[src/rtl/calc_accumulator_pkg.sv]
// Shared calculator definitions: opcode encodings, FSM state encodings and
// the datapath widths used by the accumulator and its bench.
package calc_accumulator_pkg;

   localparam int DATA_W = 16;
   localparam int RES_W  = DATA_W + 1;

   typedef enum logic [1:0] {
      OP_LOAD  = 2'b00,
      OP_ADD   = 2'b01,
      OP_SUB   = 2'b10,
      OP_CLEAR = 2'b11
   } calc_op_t;

   typedef enum logic [1:0] {
      IDLE = 2'd0,
      EXEC = 2'd1,
      DONE = 2'd2
   } calc_state_t;

   // SUB runs through the adder as acc + ~operand + 1.
   function automatic logic is_sub(input calc_op_t op);
      return op == OP_SUB;
   endfunction

endpackage

[src/rtl/calc_accumulator_if.sv]
// Request / result bus of the accumulator.
//   in_valid/in_ready/in_op/in_data : request channel (master -> slave)
//   res_valid/res_ready/res_data    : result channel (slave -> master)
// Handshake: a transfer happens on a rising edge where valid and ready are
// both 1; the sender holds its payload stable while valid=1 and ready=0.
interface calc_accumulator_if;
   import calc_accumulator_pkg::*;

   logic              in_valid;
   logic              in_ready;
   logic [1:0]        in_op;
   logic [DATA_W-1:0] in_data;
   logic              res_valid;
   logic              res_ready;
   logic [RES_W-1:0]  res_data;

   modport master (
      output in_valid, in_op, in_data, res_ready,
      input  in_ready, res_valid, res_data
   );

   modport slave (
      input  in_valid, in_op, in_data, res_ready,
      output in_ready, res_valid, res_data
   );

endinterface

[src/rtl/calc_accumulator_adder.sv]
// 16-bit adder with carry-in and a 17-bit sum (bit 16 is carry-out).
//   a, b : operands
//   cin  : carry-in
//   sum  : {carry_out, sum[15:0]}
module math_adder_16bit (
   input  logic [15:0] a,
   input  logic [15:0] b,
   input  logic        cin,
   output logic [16:0] sum
);

   assign sum = {1'b0, a} + {1'b0, b} + {16'd0, cin};

endmodule

[src/rtl/calc_accumulator.sv]
// Accumulator with a LOAD/ADD/SUB/CLEAR request channel and a result channel.
// One request at a time: IDLE accepts, EXEC computes for one cycle, DONE
// presents the result until it is taken.
//   clk       : rising-edge clock
//   rst       : asynchronous active-high reset
//   bus       : request/result interface (slave side)
//   acc       : registered accumulator value
//   dbg_state : current FSM state
module calc_accumulator
   import calc_accumulator_pkg::*;
#(
   parameter bit SAT_EN = 1'b0
) (
   input  logic                clk,
   input  logic                rst,
   calc_accumulator_if.slave   bus,
   output logic [DATA_W-1:0]   acc,
   output calc_state_t         dbg_state
);

   calc_state_t       state, state_nxt;
   calc_op_t          op_q;
   logic [DATA_W-1:0] data_q;
   logic [RES_W-1:0]  res_q;

   logic [DATA_W-1:0] add_b;
   logic              add_cin;
   logic [RES_W-1:0]  sum;
   logic [DATA_W-1:0] new_acc;
   logic              new_flag;

   // ---------------- FSM ----------------
   always_ff @(posedge clk or posedge rst) begin
      if (rst) state <= IDLE;
      else     state <= state_nxt;
   end

   always_comb begin
      state_nxt = state;
      case (state)
         IDLE:    if (bus.in_valid)  state_nxt = EXEC;
         EXEC:                       state_nxt = DONE;
         DONE:    if (bus.res_ready) state_nxt = IDLE;
         default:                    state_nxt = IDLE;
      endcase
   end

   assign bus.in_ready  = (state == IDLE);
   assign bus.res_valid = (state == DONE);
   assign bus.res_data  = res_q;
   assign dbg_state     = state;

   // ---------------- request capture ----------------
   always_ff @(posedge clk or posedge rst) begin
      if (rst) begin
         op_q   <= OP_LOAD;
         data_q <= '0;
      end else if (state == IDLE && bus.in_valid) begin
         op_q   <= calc_op_t'(bus.in_op);
         data_q <= bus.in_data;
      end
   end

   // ---------------- datapath ----------------
   assign add_b   = is_sub(op_q) ? ~data_q : data_q;
   assign add_cin = is_sub(op_q);

   math_adder_16bit u_adder (
      .a   (acc),
      .b   (add_b),
      .cin (add_cin),
      .sum (sum)
   );

   always_comb begin
      new_acc  = sum[DATA_W-1:0];
      new_flag = 1'b0;
      case (op_q)
         OP_LOAD: begin
            new_acc  = data_q;
            new_flag = 1'b0;
         end
         OP_ADD: begin
            new_flag = sum[DATA_W];
            if (SAT_EN && sum[DATA_W]) new_acc = '1;
         end
         OP_SUB: begin
            // carry-out of acc + ~b + 1 is set when no borrow occurred
            new_flag = ~sum[DATA_W];
            if (SAT_EN && !sum[DATA_W]) new_acc = '0;
         end
         OP_CLEAR: begin
            new_acc  = '0;
            new_flag = 1'b0;
         end
         default: begin
            new_acc  = acc;
            new_flag = 1'b0;
         end
      endcase
   end

   // acc and the result register only move at the end of EXEC.
   always_ff @(posedge clk or posedge rst) begin
      if (rst) begin
         acc   <= '0;
         res_q <= '0;
      end else if (state == EXEC) begin
         acc   <= new_acc;
         res_q <= {new_flag, new_acc};
      end
   end

endmodule

[src/flat_wrapper.sv]
// flat-port wrapper written by rule: the top's interface ports become plain ports
module calc_accumulator_flat import calc_accumulator_pkg::*;
#(
   parameter bit SAT_EN = 1'b0
)
  (clk, rst, acc, dbg_state, bus_in_valid, bus_in_op, bus_in_data, bus_res_ready, bus_in_ready, bus_res_valid, bus_res_data);
  calc_accumulator_if bus_i ();
  input  logic clk;
  input  logic rst;
  output logic [DATA_W-1:0] acc;
  output calc_state_t dbg_state;
  input wire logic [$bits(bus_i.in_valid)-1:0] bus_in_valid;
  input wire logic [$bits(bus_i.in_op)-1:0] bus_in_op;
  input wire logic [$bits(bus_i.in_data)-1:0] bus_in_data;
  input wire logic [$bits(bus_i.res_ready)-1:0] bus_res_ready;
  output wire logic [$bits(bus_i.in_ready)-1:0] bus_in_ready;
  output wire logic [$bits(bus_i.res_valid)-1:0] bus_res_valid;
  output wire logic [$bits(bus_i.res_data)-1:0] bus_res_data;
  assign bus_i.in_valid = bus_in_valid;
  assign bus_i.in_op = bus_in_op;
  assign bus_i.in_data = bus_in_data;
  assign bus_i.res_ready = bus_res_ready;
  assign bus_in_ready = bus_i.in_ready;
  assign bus_res_valid = bus_i.res_valid;
  assign bus_res_data = bus_i.res_data;
  calc_accumulator #(.SAT_EN(SAT_EN)) u_core (.clk(clk), .rst(rst), .bus(bus_i), .acc(acc), .dbg_state(dbg_state));
endmodule
[config.mk]
export PLATFORM = sky130hd
export DESIGN_NAME = calc_accumulator_flat
export DESIGN_NICKNAME = d
export VERILOG_FILES = /design/src/rtl/calc_accumulator_pkg.sv /design/src/rtl/calc_accumulator_if.sv /design/src/rtl/calc_accumulator_adder.sv /design/src/rtl/calc_accumulator.sv /design/src/flat_wrapper.sv
export SDC_FILE = /design/constraint.sdc
export NUM_CORES = 1
export LEC_CHECK = 0
export CORE_MARGIN = 1
export CORE_UTILIZATION = 50
export CTS_BUF_LIST = sky130_fd_sc_hd__clkbuf_4 sky130_fd_sc_hd__clkbuf_8
export DETAILED_ROUTE_END_ITERATION = 16
export GPL_TIMING_DRIVEN = 1
export PLACE_DENSITY = 0.87
export SLEW_MARGIN = 0
export SYNTH_ARGS = -nofsm -noshare
export SYNTH_HDL_FRONTEND = slang
export SYNTH_SLANG_ARGS = --single-unit
[constraint.sdc]
create_clock -name clk -period 3.94 [get_ports clk]
set_input_delay 1.182 -clock clk [delete_from_list [all_inputs] [get_ports clk]]
set_output_delay 1.182 -clock clk [all_outputs]
set_load 0.02 [all_outputs]
## Word level (Yosys, flattened, before mapping)

Index checks and enable logic that the tools add are counted.
Widths: inputs -> output; s select.

- Register bits after elaboration: 53
- Latch bits: 0
- Memory bits (writable): 0
- ROM bits: 0
- Input bits: 22
- Word-level logic and storage cells: 27
- Memories kept: 0

- Add/sub/neg operators: 2
- $mul: 0
- Div/mod/pow operators: 0
- $lt $le $gt $ge: 0
- Equality and inequality tests: 7
- Shift operators: 0
- Mux-type cells: 6
- Bitwise logic cells: 2
- Reduce and logical (&&, ||, !) cells: 5

Operators with widths:

| kind | number |
|---|---|
| $pmux 16 s2 | 1 |
| $add 16x16->17 | 1 |
| $add 17x1->17 | 1 |
| $mux 16 | 1 |
| $not 16->16 | 1 |
| $eq 2x2->1 const B | 3 |
| $pmux 2 s3 | 1 |
| $eq 2x1->1 const B | 2 |
| $logic_not 2->1 | 2 |
| $mux 2 | 2 |
| $ne 2x2->1 const B | 2 |
| $pmux 1 s3 | 1 |
| $reduce_and 2->1 | 1 |
| $reduce_or 2->1 | 1 |
| $logic_and 1x1->1 | 1 |
| $not 1->1 | 1 |

## Logic depth before layout (Yosys ltp)

- Depth after elaboration: 6
- Gate-level depth with buffers: 13
- Gate-level depth less buffers: 11

## Modules after synthesis

From an unflattened synthesis, not the netlist that was laid out.

- Cells, all modules: 253
- Area, all modules: 2,617.5 µm²

By module, submodules not included:

| module | instances | cells an instance | area each (µm²) | seq. area each (µm²) |
|---|---|---|---|---|
| calc_accumulator | 1 | 164 | 1,884.3 | 925.9 |
| math_adder_16bit | 1 | 89 | 733.2 | 0.0 |

## Worst setup path after synthesis

OpenSTA, ideal clock, no wires.

- Path type: reg-to-reg
- Start: register u_core.op_q[0]
- End: register u_core.res_q[16], in the netlist u_core.bus.res_data[16]
- Arrival: 2.800 ns
- Data required time: 3.861 ns
- Path slack: 1.061 ns
- Stages on the path, launching flop included: 12
- Path buffers: 2
- Period minus slack after synthesis: 2.879 ns
- Cell sequence: dfrtp_1 -> inv_1 -> ha_1 -> buf_6 -> clkbuf_1 -> xor2_1 -> ha_1 -> a2111o_1 -> o21ai_2 -> a311oi_2 -> a41oi_2 -> mux2i_1

- Word-level cells in the longest chain between the ends: 6
- Elaborated cells on any way between the ends: 10
- Those cells by class: 2 x add/sub; 3 x eq/ne; 2 x mux; 1 x bitwise; 2 x reduce/logical

Ends and longest elaborated chain:

| what | RTL line | source |
|---|---|---|
| start, declared | calc_accumulator.sv:22 | `calc_op_t op_q;` |
| start signal, assigned | calc_accumulator.sv:59 | `op_q <= calc_op_t'(bus.in_op);` |
| $eq 2x2->1 | calc_accumulator_pkg.sv:23, calc_accumulator.sv:78 |  |
| $mux 16 | calc_accumulator.sv:65 | `assign add_b = is_sub(op_q) ? ~data_q : data_q;` |
| $add 16x16->17 | calc_accumulator_adder.sv:12 | `assign sum = {1'b0, a} + {1'b0, b} + {16'd0, cin};` |
| $add 17x1->17 | calc_accumulator_adder.sv:12 |  |
| $not 1->1 | calc_accumulator.sv:89 | `new_flag = ~sum[DATA_W];` |
| $pmux 1 s3 (*) | calc_accumulator.sv:78 | `case (op_q)` |
| end signal, assigned | calc_accumulator.sv:110 | `res_q <= {new_flag, new_acc};` |
| end, declared | calc_accumulator.sv:24 | `logic [RES_W-1:0] res_q;` |

Every way passes the cells marked *; elsewhere a longest branch is shown, timed or not.
A chain may end at the register's enable or synchronous reset.

## Worst setup path in the final report

Ends and elaborated chain as after synthesis.

==> impl_metrics.py <==
metrics = {
    "status": {
        "status": "finished clean",
    },
    "global_route": {
        "grt_max_degree": 24,
        "grt_pass1_vias": 1968,
        "overflow": 0,
        "grt_antenna_before_repair": 0,
        "grt_first_pass_wirelength_um": 9266,
        "track_usage_pct": 22.25,
    },
    "detailed_routing": {
        "vias": 2140,
        "ant_nets": 0,
        "drt_wl_total_um": 5593,
        "drtIter0Drc": 128,
        "first_pass_iters": 4,
        "drc": 0,
        "detail_route.vias_per_cell": 5.530,
        "wl_per_cell_um": 14.45,
    },
    "logic_synthesis": {
        "synth_xor_area_share_pct": 8.108,
        "yosys.area.top_type": "dfrtp_1",
        "async_reset_ff_share_pct": 100.0,
        "yosys.area_share.simple_pct": 12.64,
        "syn-mean-instance-area_sq_um": 9.359,
        "synthFlopType": "dfrtp_1",
        "syn_inst": 277,
        "synth_area_sq_mm": 0.002592,
        "yosysTopAreaCellShare_pct": 35.71,
        "synth-seq-cells": 37,
        "synth.distinct_cells": 46,
        "synthTopCellsByArea": "dfrtp_1 36%, ha_1 8.7%, mux2_2 6.9%",
        "synth_fa_ha_area_share_pct": 9.459,
        "syn-num-nets": 318,
        "synth_compound_area_share_pct": 18.39,
        "synthMuxAreaShare_pct": 8.108,
        "yosysWarningCount": 0,
        "synth_seq_area_share_pct": 35.71,
        "synth_edf_count": 0,
        "synth_top_family_by_area": "compound AO/OA/AOI/OAI gates",
    },
    "clocking": {
        "cts_max_path_buffers": 2,
        "cts_buffers": 5,
        "clock_latency_ns": 0.29,
        "clk_pin_slew_ns": 0.08,
        "ctsRootBufferMaster": "clkbuf_8",
        "clock_sinks": 37,
        "hold_buffers": 0,
        "cts_setup_buffers": 0,
        "cts_tree": "built",
        "htreeDepth": 2,
        "cts_resized": 0,
    },
    "critical_path": {
        "crit_required_ns": 4.12,
        "rrSetupSlack_ns": 0.98,
        "path_common_cell": "inv_1",
        "slowest_stage": "ha_1",
        "crit_path_end_kind": "flop",
        "crit_path_start_kind": "flop",
        "critPathMaxFanout": 9,
        "critPathKind": "flop to flop",
        "worst_path_largest_cell_delay_ns": 0.46,
        "cp.arrival_ns": 3.13,
        "cp_cell_sequence": "inv_1 > ha_1 > xor2_1 > inv_1 > fa_1 > nand2b_1 > a21oi_2 > o21ai_2 > a311oi_2 > a41oi_2 > mux2i_1",
    },
    "layout": {
        "antenna_cells": 0,
        "layout_common_cells": "58 x clkdlybuf4s50_1, 37 x dfrtp_1, 28 x nand2_1, 22 x a21oi_1, 19 x nor2_1",
        "fillers": 370,
        "final_nets": 360,
        "seq_area_sq_um": 925.9,
        "syn2layout_area_growth_pct": 24.86,
        "multi_input_area_sq_mm": 0.001470,
        "layout-drive-gt1-share_pct": 10.94,
        "final_common_cell": "clkdlybuf4s50_1",
    },
    "placed_design": {
        "port_buffers": 58,
        "dp_hpwl_um": 4109,
        "place.gp.congestion": 0.9088,
    },
    "die": {
        "io_pins": 59,
        "coreArea_sq_mm": 0.004848,
        "dieArea_sq_mm": 0.005477,
        "initial_core_util_pct": 53.47,
        "fp-row-count": 25,
        "die_h_um": 74.01,
        "die_width_um": 74.01,
    },
    "sta": {
        "min_period_over_period_pct": 75.04,
        "clock_skew_ns": 0.006614,
        "rsz0062_at_grt": "no",
        "relSlewSlack_pct": 41.70,
        "fmax_ghz": 0.3382,
        "slew_violations": 0,
        "setup_viol": 0,
        "tightest_slew_ns": 0.8745,
        "hold_viol": 0,
        "tns_ns": 0,
        "min_period_ns": 2.957,
    },
    "min_path": {
        "hold_class": "flop to flop",
    },
    "flow_run": {
        "max-cap-violations": 0,
    },
}
==> path summary, 6_finish.rpt <==
path                                        startpoint                      end  cells past startpoint
worst max-delay path                    u_core.op_q[0]  u_core.bus.res_data[16]                     11
worst min-delay path            u_core.bus.res_data[3]   u_core.bus.res_data[3]                      2
worst max register to register          u_core.op_q[0]  u_core.bus.res_data[16]                     11
worst min register to register  u_core.bus.res_data[3]   u_core.bus.res_data[3]                      2
max in group asynchronous                          rst         u_core.data_q[6]                      3
min in group asynchronous                          rst   u_core.bus.res_data[9]                      2
==> synth_stat cells (4+ instances only) <==
| master | count |
|---|---|
| a21oi_1 | 22 |
| a22oi_1 | 4 |
| and2_1 | 4 |
| buf_4 | 16 |
| clkbuf_1 | 9 |
| dfrtp_1 | 37 |
| ha_1 | 18 |
| inv_1 | 7 |
| mux2_2 | 16 |
| nand2_1 | 28 |
| nand2b_1 | 5 |
| nor2_1 | 19 |
| nor2b_1 | 4 |
| o211ai_1 | 4 |
| o21ai_0 | 16 |
| o21ai_1 | 4 |
| xnor2_1 | 7 |
| xor2_1 | 17 |
==> flip-flops by register name, indices dropped and copies added, names as in the netlist <==
signal               count
u_core.bus.res_data     17
u_core.data_q           16
u_core.dbg_state         2
u_core.op_q              2
==> cell type report <==
cell class	instances	area share (%)
flip-flops and latches	37	28.60
repair buffers	62	18.86
clock buffers	6	2.551
inverters	7	0.8118
well taps	67	2.590
multi-input cells	206	45.42
clock inverters	2	1.160
==> kinds of logic (layout without fill, tap and decap cells) <==
kind of cell,Yosys count,after routing
AO/OA/AOI/OAI,73,73
AND/OR/NAND/NOR,71,71
flip-flops,37,37
buffers and inverters,34,77
XOR/XNOR,24,24
adder cells (fa/ha/maj),19,19
multiplexers,19,19
==> metrics by stage <==
step / utilization [%] / hold WS, ns / std cells / area [sq um] / worst slack [ns]
floorplan: - / 0.5096 / 277 / 2592 / 1.061
global placement: 64.28 / 0.5226 / 379 / 3117 / 1.107
detailed placement: 64.28 / 0.5283 / 379 / 3117 / 0.9768
CTS: 66.76 / 0.5458 / 387 / 3237 / 0.9698
global route: 66.76 / 0.5826 / 387 / 3237 / 0.7179
finish: 66.76 / 0.5448 / 387 / 3237 / 0.9833
==> critical path, delay by kind of cell (launching register included) <==
kind,cells,cell delay [ns]
AOI/OAI and AO/OA,4,0.82
xor gates and xnor gates,1,0.23
adders and majority gates,2,0.87
buffers and inverters,2,0.18
DFF,1,0.39
muxes,1,0.14
and+or+nand+nor,1,0.22
==> per-layer routing <==
layer | vias to the layer above | track usage, % | wire [um]
li1 | 1040 | - | -
met1 | 1030 | 29.95 | 2566
met2 | 63 | 35.86 | 2680
met3 | 7 | 4.878 | 284
met4 | 0 | 7.051 | 61
met5 | - | 0 | 0
Power is left out: the tool's default activity adds up to more than one toggle a clock period on the data nets, which glitch-free logic cannot reach.
